## src/rtl/instruction_fetch.sv

```systemverilog
// Instruction fetch unit: a FETCH/WAIT/ISSUE sequencer that reads 16-bit instructions from program
// memory, holds the issued word while decode stalls, and redirects the PC on branch or flush.
module instruction_fetch #(
    parameter int                    PC_WIDTH     = 12,
    parameter logic [PC_WIDTH-1:0]   RESET_VECTOR = '0
) (
    input  logic                clk,
    input  logic                reset,
    input  logic [1:0]          pcInMux_ctrl,
    input  logic [PC_WIDTH-1:0] branch_addr,
    input  logic [PC_WIDTH-1:0] acc_addr,
    input  logic                stall,
    input  logic                flush,
    output logic                pm_req,
    output logic [PC_WIDTH-1:0] pm_addr,
    input  logic                pm_ack,
    input  logic [15:0]         pm_rdata,
    output logic [15:0]         instruction,
    output logic [7:0]          OP_dk,
    output logic [3:0]          OP_s,
    output logic [6:0]          dma,
    output logic                instr_valid,
    output logic [PC_WIDTH-1:0] pc,
    output logic [1:0]          state_dbg
);

    // Handshake: a read is outstanding while pm_req=1; pm_addr is frozen until the cycle
    // pm_ack=1 is sampled, which completes it. pm_ack is ignored whenever pm_req=0.
    typedef enum logic [1:0] {
        FETCH = 2'd0,
        WAIT  = 2'd1,
        ISSUE = 2'd2
    } state_t;

    state_t              state;
    logic                discard;
    logic [PC_WIDTH-1:0] redirect_addr;
    logic [PC_WIDTH-1:0] next_pc;

    always_comb begin
        next_pc = pc + PC_WIDTH'(1);
        case (pcInMux_ctrl)
            2'b00:   next_pc = branch_addr;
            2'b01:   next_pc = acc_addr;
            2'b10:   next_pc = pc;
            default: next_pc = pc + PC_WIDTH'(1);
        endcase
    end

    assign OP_dk     = instruction[15:8];
    assign OP_s      = instruction[15:12];
    assign dma       = instruction[6:0];
    assign state_dbg = state;

    always_ff @(posedge clk) begin
        if (reset) begin
            state         <= FETCH;
            pm_addr       <= RESET_VECTOR;
            redirect_addr <= RESET_VECTOR;
            pc            <= RESET_VECTOR;
            instruction   <= 16'h0000;
            instr_valid   <= 1'b0;
            pm_req        <= 1'b0;
            discard       <= 1'b0;
        end else begin
            case (state)
                FETCH, WAIT: begin
                    if (!pm_req) begin
                        // First cycle after reset: nothing is outstanding yet, so open the request.
                        pm_req <= 1'b1;
                        if (flush) pm_addr <= branch_addr;
                    end else if (flush) begin
                        // A request already on the bus must not move its address before the ack,
                        // so an unacked flush parks the target and drops the returning word.
                        if (pm_ack) begin
                            pm_addr <= branch_addr;
                            discard <= 1'b0;
                            state   <= FETCH;
                        end else begin
                            discard       <= 1'b1;
                            redirect_addr <= branch_addr;
                            state         <= WAIT;
                        end
                    end else if (pm_ack) begin
                        if (discard) begin
                            discard <= 1'b0;
                            pm_addr <= redirect_addr;
                            state   <= FETCH;
                        end else begin
                            instruction <= pm_rdata;
                            pc          <= pm_addr;
                            instr_valid <= 1'b1;
                            pm_req      <= 1'b0;
                            state       <= ISSUE;
                        end
                    end else begin
                        state <= WAIT;
                    end
                end
                ISSUE: begin
                    if (flush) begin
                        pm_addr     <= branch_addr;
                        instr_valid <= 1'b0;
                        pm_req      <= 1'b1;
                        state       <= FETCH;
                    end else if (!stall) begin
                        pm_addr     <= next_pc;
                        instr_valid <= 1'b0;
                        pm_req      <= 1'b1;
                        state       <= FETCH;
                    end
                end
                default: begin
                    state       <= FETCH;
                    pm_req      <= 1'b0;
                    instr_valid <= 1'b0;
                end
            endcase
        end
    end

endmodule

```

## config.mk

```make
export PLATFORM = sky130hd
export DESIGN_NAME = instruction_fetch
export DESIGN_NICKNAME = d
export VERILOG_FILES = /design/src/rtl/instruction_fetch.sv
export SDC_FILE = /design/constraint.sdc
export NUM_CORES = 1
export LEC_CHECK = 0
export ABC_AREA = 1
export BUFFER_PORTS_ARGS = -buffer_cell sky130_fd_sc_hd__buf_2
export CAP_MARGIN = 20
export CORE_UTILIZATION = 50
export CTS_CLUSTER_DIAMETER = 50
export CTS_CLUSTER_SIZE = 28
export DETAILED_ROUTE_END_ITERATION = 10
export GPL_ROUTABILITY_DRIVEN = 0
export PLACE_DENSITY = 0.88
export SLEW_MARGIN = 5
export SYNTH_ARGS = -nofsm -noshare
export SYNTH_HDL_FRONTEND = slang
export SYNTH_SLANG_ARGS = --single-unit
export TNS_END_PERCENT = 1
```

## constraint.sdc

```tcl
create_clock -name clk -period 1.56 [get_ports clk]
set_input_delay 0.156 -clock clk [delete_from_list [all_inputs] [get_ports clk]]
set_output_delay 0.156 -clock clk [all_outputs]
set_load 0.01 [all_outputs]
```

* Yosys cells after proc, flatten, opt, wreduce, memory -nomap -nowiden
Index checks and enable logic that the tools add are counted.
** Word-level totals
- Bits in registers :: 57
- Input bits :: 47
- Output and inout port bits :: 63
- Word-level logic and storage cells :: 71
** Cells by class
- Add/sub/neg operators :: 1
- Eq/ne operators :: 13
- Muxes and demuxes :: 35
- Bitwise operators :: 3
- Reductions and logical operators :: 11
** Operators by type and width (number)
- $mux 12 :: 8
- $pmux 12 s3 :: 1
- $pmux 12 s2 :: 1
- $mux 1 :: 16
- $ne 3x3->1 const B :: 5
- $add 12x1->12 const B :: 1
- $mux 2 :: 6
- $reduce_and 5->1 :: 2
- $ne 2x2->1 const B :: 4
- $reduce_and 6->1 :: 1
- $eq 2x1->1 const B :: 2
- $eq 2x2->1 const B :: 2
- $logic_not 2->1 :: 2
- $pmux 1 s2 :: 2
- $pmux 2 s2 :: 1
- $reduce_and 4->1 :: 1
- $reduce_bool 2->1 :: 2
- $not 1->1 :: 3
- $reduce_and 3->1 :: 1
- $reduce_and 2->1 :: 1
- $reduce_or 2->1 :: 1

* Depth between registers and ports, before layout
Gate-level depths: netlist of the first run.
- Depth in word-level cells :: 5
- Mapped depth :: 9

* Least setup slack after synthesis of the first run
No wires, ideal clock.
- Path kind :: register to register
- Start point :: reg pc[1]
- End point :: reg pm_addr[10]
- Setup time :: 116 ps
- Arrival :: 1234 ps
- Path slack :: 210 ps
- Stages on the path, launching flop included :: 9
- Buffers on the path :: 0
- Clock period less this slack :: 1350 ps
- Cell sequence :: dfxtp_1 > ha_1 > nand2_1 > nor2_1 > nand3_1 > nand3_1 > nand2_1 > nand2_1 > a21oi_2
** Between the ends
- Word-level cells in the longest chain between the ends :: 5
** RTL lines
- start, declared :: line 23 : output logic [PC_WIDTH-1:0] pc,
- start signal, assigned :: line 91 : pc <= pm_addr;
- $add 12x1->12 :: line 46 : default: next_pc = pc + PC_WIDTH'(1);
- $pmux 12 s3 :: line 42 : case (pcInMux_ctrl)
- $mux 12 :: line 106 : end else if (!stall) begin
- $mux 12 :: line 101 : if (flush) begin
- $pmux 12 s2 :: line 66 : case (state)
- end signal, assigned :: line 71 : if (flush) pm_addr <= branch_addr;
- end signal, assigned :: line 102 : pm_addr <= branch_addr;
- end signal, assigned :: line 107 : pm_addr <= next_pc;
- end, declared :: line 15 : output logic [PC_WIDTH-1:0] pm_addr,
No other way between the ends. The select of a mux whose other input is x is not followed.
A chain may end at the register's enable or synchronous reset.

* Worst setup path after layout of the first run
- Start point :: reg state[1], in the netlist state_dbg[1]
- End point :: reg pm_addr[6]
** Between the ends
- Word-level cells in the longest chain between the ends :: 4
** RTL lines
- start, declared :: line 35 : state_t state;
- start signal, assigned :: line 57 : state <= FETCH;
- start signal, assigned :: line 78 : state <= FETCH;
- start signal, assigned :: line 82 : state <= WAIT;
- $eq 2x1->1 or $logic_not 2->1 (tied branches) :: line 66
- $reduce_or 2->1 :: line 66
- $ne 3x3->1 (no line) or $reduce_bool 2->1 (tied branches)
- $reduce_and 6->1 (no line)
- end signal, assigned :: line 71
- end signal, assigned :: line 76 : pm_addr <= branch_addr;
- end signal, assigned :: line 87 : pm_addr <= redirect_addr;
Parallel ways exist; a longest one is shown, timed or not.

==> run summary, run 1 <==
final cell count without fillers: 648
final WL: 8930 um
setup tns final: 0 ps
initial DRC count: 325
die area: 0.00686 sq mm
Netlist cell types: 27
CP Capture Type: flop
peak supply drop: 0.000557 V
pin slew with the least headroom to its limit: 403 ps
# diodes: 0
total design power: 3.85 mW
vias in the first global route: 3142
Setup Fix Bufs, Post-CTS: 0
CTS root buffer: clkbuf_8
Yosys Warn Count: 0
Antenna Nets Post-Route: 0
crit path kind: reg -> reg
syn nets: 523
leakage power: 1.86 nW
Max Clk Rate: 676 MHz
CTS Buf Count: 9
routed vias/inst: 5.45
first-pass GRT wire length: 14200 um
worst skew pair latency: 340 ps
CTS tree: built
H-tree Lvls: 3
mean area per synthesized cell: 6.87 sq um
grt ovf: 0
Core Footprint: 0.00631 sq mm
# DRC: 0
Slew HR: 73.1%
Via Count: 3534
max-cap violations: 0
maximum root-to-sink buffer count: 2
Die Height: 82.8 um
reg2reg path depth: 5
hold depth: 3
Startpoint Class: flop
Sink Count: 57
post-synthesis cell area: 0.00326 sq mm
Cell Pwr Density: 967 mW/mm^2
worst-path maximum fanout: 12
post-route minimum period: 1480 ps
most common cell after layout, fill and taps aside: buf_2
RSZ-0062 raised after global routing: no
Gate Count Post-Synth: 475
CP arrival: 1710 ps
Die X-Extent: 82.8 um
Final Max Slew Viols: 0
Initial Utilization: 51.7%
final number of setup-violating endpoints: 0
Final Hold Fails: 0
post-synthesis sequential area ratio: 35.0%
Post-layout nets: 614
proportion of layout cells with a drive suffix above 1: 31.7%
HP Class: in -> reg
initial antenna violation count: 0
Yosys reg bits: 57
Final Skew: 6.42 ps
Site Rows: 29
final worst path period share: 94.9%
most frequent cells in the layout: buf_2 (109), nand2_1 (95), nor2_1 (78), dfxtp_1 (56), o21ai_0 (49)
Detailed Place HPWL: 6160 um
IO Pins: 110
status: complete, no violations
largest net degree at the start of global routing: 43
I/O Buffers: 109
Req. time, crit path: 1790 ps
Pre-Repair DR Iteration Count: 6
Avg WL per Cell: 13.8 um
Reg clk slew, reported paths: 70 ps
Area Overhead vs Synth: 22.0%
All-Layer GR Usage: 25.5%
Cell Count Post-Placement: 631
==> per-layer routing <==
| metal | vias up | GRT usage, % | wire, um |
|---|---|---|---|
| met5 | - | 0 | 0 |
| met4 | 0 | 11.4 | 236 |
| met3 | 26 | 5.17 | 759 |
| met2 | 209 | 44.1 | 4390 |
| met1 | 1578 | 30.3 | 3550 |
| li1 | 1721 | - | - |
==> worst max-delay path, cell delays in order (launching register included) <==
cell     delay [ps]
dfxtp_1         500
nor3_4          100
a21oi_2         270
nand3_4         250
nor2_2          180
a21oi_2          70
==> synthesized netlist by cell type (all sizes together) <==
cell type | instances | share of area [%]
a21oi | 47 | 8.7
nand3 | 23 | 4.3
dfxtp | 57 | 35
clkinv | 1 | 0.11
o211ai | 6 | 1.4
inv | 44 | 5.1
a221oi | 12 | 4.9
a31oi | 1 | 0.19
o21ai | 50 | 7.7
nor3 | 1 | 0.50
buf | 32 | 7.2
ha | 1 | 0.38
clkbuf | 9 | 1.0
nor2 | 91 | 12
nand4 | 3 | 0.57
nand2 | 97 | 11
==> area by class of cell <==
class	instances	area, sq um
clock inverter	2	35.0
tap	77	96.3
timing repair buffer	120	653
sequential	57	1140
multi-input combinational	333	1710
inverter	45	173
fill	569	2330
clock buffer	14	173
==> kinds of logic after synthesis <==
| family | Yosys count | share of synthesized area (%) |
|---|---|---|
| and+or+nand+nor | 215 | 28.4 |
| buffers and inverters | 86 | 13.4 |
| DFF | 57 | 35.0 |
| AOI/OAI and AO/OA | 116 | 22.9 |
| adders and majority gates | 1 | 0.383 |
==> metrics by stage <==
| step | setup WS, ps | utilization (%) | hold WS, ps | area, sq um |
|---|---|---|---|---|
| floorplan | 210 | - | 222 | 3260 |
| global placement | 155 | 59.3 | 405 | 3740 |
| detailed placement | 83.2 | 59.3 | 411 | 3740 |
| CTS | 43.2 | 62.6 | 61.7 | 3950 |
| global route | 0.0340 | 63.1 | 64.9 | 3980 |
| finish | 80.1 | 63.1 | 59.7 | 3980 |
==> timing repair <==
item	4_1_cts	5_1_grt
setup endpoints to repair	0	15
resized for setup	0	7
hold buffers	0	0
==> registers in the layout, summed over array words and instances, names as in the netlist <==
signal / flops
discard: 1
instr_valid: 1
instruction: 16
pc: 12
pm_addr: 12
pm_req: 1
redirect_addr: 12
state_dbg: 2
==> path summary, 6_finish.rpt <==
| path | slack [ps] | to | from |
|---|---|---|---|
| min | 60 | instruction[7]$_SDFFE_PP0P_ | pm_rdata[7] |
| max reg2reg | 80 | pm_addr[6]$_SDFFE_PP0P_ | state_dbg[1]$_SDFFE_PP0P_ |
| min reg2reg | 470 | instr_valid$_SDFFE_PP0P_ | instr_valid$_SDFFE_PP0P_ |
| max | 80 | pm_addr[6]$_SDFFE_PP0P_ | state_dbg[1]$_SDFFE_PP0P_ |
==> power breakdown <==
part           total (mW)  switching (mW)  internal, mW
sequential           1.63          0.0750          1.55
clock                1.47           0.601         0.868
combinational       0.751           0.463         0.288
Note: power is estimated with default switching activity, not from simulation.
==> inputs of run 2 (changes only) <==
==> constraint.sdc (replaced) <==
create_clock -name clk -period 1.8 [get_ports clk]
set_input_delay 0.18 -clock clk [delete_from_list [all_inputs] [get_ports clk]]
set_output_delay 0.18 -clock clk [all_outputs]
set_load 0.01 [all_outputs]
==> run 2 against run 1 <==
Compared with the run above:
- register-to-register slack gained 90 ps
- largest power group unchanged
- non-clock buffer count fell by 4
- final cell count fell by 0.77%
- worst hold slack improved by 29 ps
- combinational power is 16% lower
- largest cell class unchanged
- flip-flop and latch count did not move
- sequential power is 13% lower
- clock skew rose by 4.1 ps
- via count fell by 0.68%
- worst setup slack improved by 95 ps
- count of clock-buffer cells in the layout is 3 lower
- critical endpoint is now redirect_addr[2]$_SDFFE_PP0P_
==> run summary, run 2 (same netlist as run 1, synthesis figures left out) <==
status: complete, no violations
Final Skew: 10.5 ps (+4.11 ps)
placed cell areas: 0.00369 sq mm (-1.5%)
Die X-Extent: 82.8 um (unchanged)
Sink Count: 57 (unchanged)
CTS root buffer: clkbuf_8
Largest register FFs: 16 (unchanged)
H-tree Lvls: 3 (unchanged)
I/O Buffers: 109 (unchanged)
Cell Pwr Density: 867 mW/mm^2 (-10%)
met1 Usage GRT: 32.5% (+2.1 points)
CTS tree: built
Via Count: 3510 (-0.68%)
post-route minimum period: 1630 ps (+145 ps)
pin slew with the least headroom to its limit: 462 ps (+58.7 ps)
most common cell after layout, fill and taps aside: buf_2
crit path kind: reg -> reg
met3 Track Usage GR: 4.77% (-0.40 points)
Hold-fix buffers, CTS: 0 (unchanged)
Site Rows: 29 (unchanged)
setup tns final: 0 ps (unchanged)
# DRC: 0 (unchanged)
RSZ-0062 raised after global routing: no
Startpoint Class: flop
Max Clk Rate: 615 MHz (-8.9%)
largest net degree at the start of global routing: 43 (unchanged)
peak supply drop: 0.000479 V (-14%)
Reg clk slew, reported paths: 70 ps (about the same)
Post-layout nets: 609 (-0.81%)
post-CTS resize count: 0 (unchanged)
Pre-Repair DR Iteration Count: 5 (-1)
Die Height: 82.8 um (unchanged)
DP Worst Slack: 245 ps (+162 ps)
# diodes: 0 (unchanged)
CP Capture Type: flop
post-route cell area: 0.00391 sq mm (-1.8%)
worst skew pair latency: 340 ps (about the same)
GRT Max-Usage Layer: met2
routed vias/inst: 5.46 (about the same)
top register by number of flip-flops: instruction
max-cap violations: 0 (unchanged)
HP Class: in -> reg
Setup Fix Bufs, Post-CTS: 0 (unchanged)
Layout fillers: 576 (+1.2%)
maximum root-to-sink buffer count: 2 (unchanged)
Area Overhead vs Synth: 19.8%
final worst path period share: 90.3% (-4.6 points)
vias in the first global route: 3168 (+0.83%)
Antenna Nets Post-Route: 0 (unchanged)
Avg WL per Cell: 13.6 um (-1.5%)
CTS Buf Count: 9 (unchanged)
Final Hold Fails: 0 (unchanged)
Req. time, crit path: 2030 ps (+240 ps)
initial antenna violation count: 0 (unchanged)
Initial Utilization: 51.7% (unchanged)
leakage power: 1.83 nW (-1.7%)
grt ovf: 0 (unchanged)
initial DRC count: 352 (+8.3%)
most frequent cells in the layout: buf_2 (109), nand2_1 (95), nor2_1 (79), dfxtp_1 (57), o21ai_0 (49)
CP arrival: 1860 ps (+150 ps)
grt met2 use: 41.4% (-2.7 points)
final core occ: 61.9% (-1.1 points)
All-Layer GR Usage: 25.9% (+0.40 points)
proportion of layout cells with a drive suffix above 1: 30.9% (-0.78 points)
Detailed Place HPWL: 6250 um (+1.4%)
final number of setup-violating endpoints: 0 (unchanged)
worst-path maximum fanout: 13 (+1)
Core Footprint: 0.00631 sq mm (unchanged)
first-pass GRT wire length: 14500 um (+2.1%)
final WL: 8730 um (-2.3%)
IO Pins: 110 (unchanged)
die area: 0.00686 sq mm (unchanged)
final critical-path setup slack: 175 ps (+94.6 ps)
Final Max Slew Viols: 0 (unchanged)
Slew HR: 69.1% (-4.0 points)
==> run 2: area by class of cell <==
cell class	instances	area, sq um	area share [%]
timing repair buffer	116	598	15.3
clock buffer	11	141	3.62
clock inverter	5	78.8	2.02
inverter	45	169	4.32
sequential	57	1140	29.2
tap	77	96.3	2.46
multi-input combinational	332	1690	43.1
==> run 2: final timing paths <==
| kind | startpoint | depth (start not counted) | endpoint | slack (ps) |
|---|---|---|---|---|
| worst min-delay path | pm_rdata[4] | 3 | instruction[4]$_SDFFE_PP0P_ | 90 |
| worst max register to register | pm_req$_SDFFE_PP0P_ | 5 | redirect_addr[2]$_SDFFE_PP0P_ | 170 |
| worst max-delay path | pm_req$_SDFFE_PP0P_ | 5 | redirect_addr[2]$_SDFFE_PP0P_ | 170 |
| worst min register to register | pm_addr[1]$_SDFFE_PP0P_ | 2 | pc[1]$_SDFFE_PP0P_ | 470 |
==> run 2: power by group <==
| group | internal [mW] | switching (mW) |
|---|---|---|
| Sequential | 1.35 | 0.0689 |
| Clock | 0.815 | 0.532 |
| Combinational | 0.238 | 0.390 |
==> run 2: stage by stage <==
step | instances | hold slack [ps] | total power [mW]
after CTS | 643 | 87.5 | 3.40
after floorplan | 475 | 246 | 1.87
after detailed placement | 627 | 441 | 2.06
final | 643 | 88.4 | 3.39
after global placement | 627 | 429 | 2.04
after global routing | 643 | 107 | 3.55
==> run 2: critical path: stages (launching register included) <==
cell and delay (ps):
dfxtp_1 420, inv_2 90, nor3_4 160, buf_4 260, nand2_2 240, a221oi_1 330
==> run 2: routing by layer <==
layer | routed length, um | part of all wire (%)
met5 | 0 | 0
met4 | 303 | 3.5
met3 | 691 | 7.9
met2 | 4080 | 47
met1 | 3660 | 42
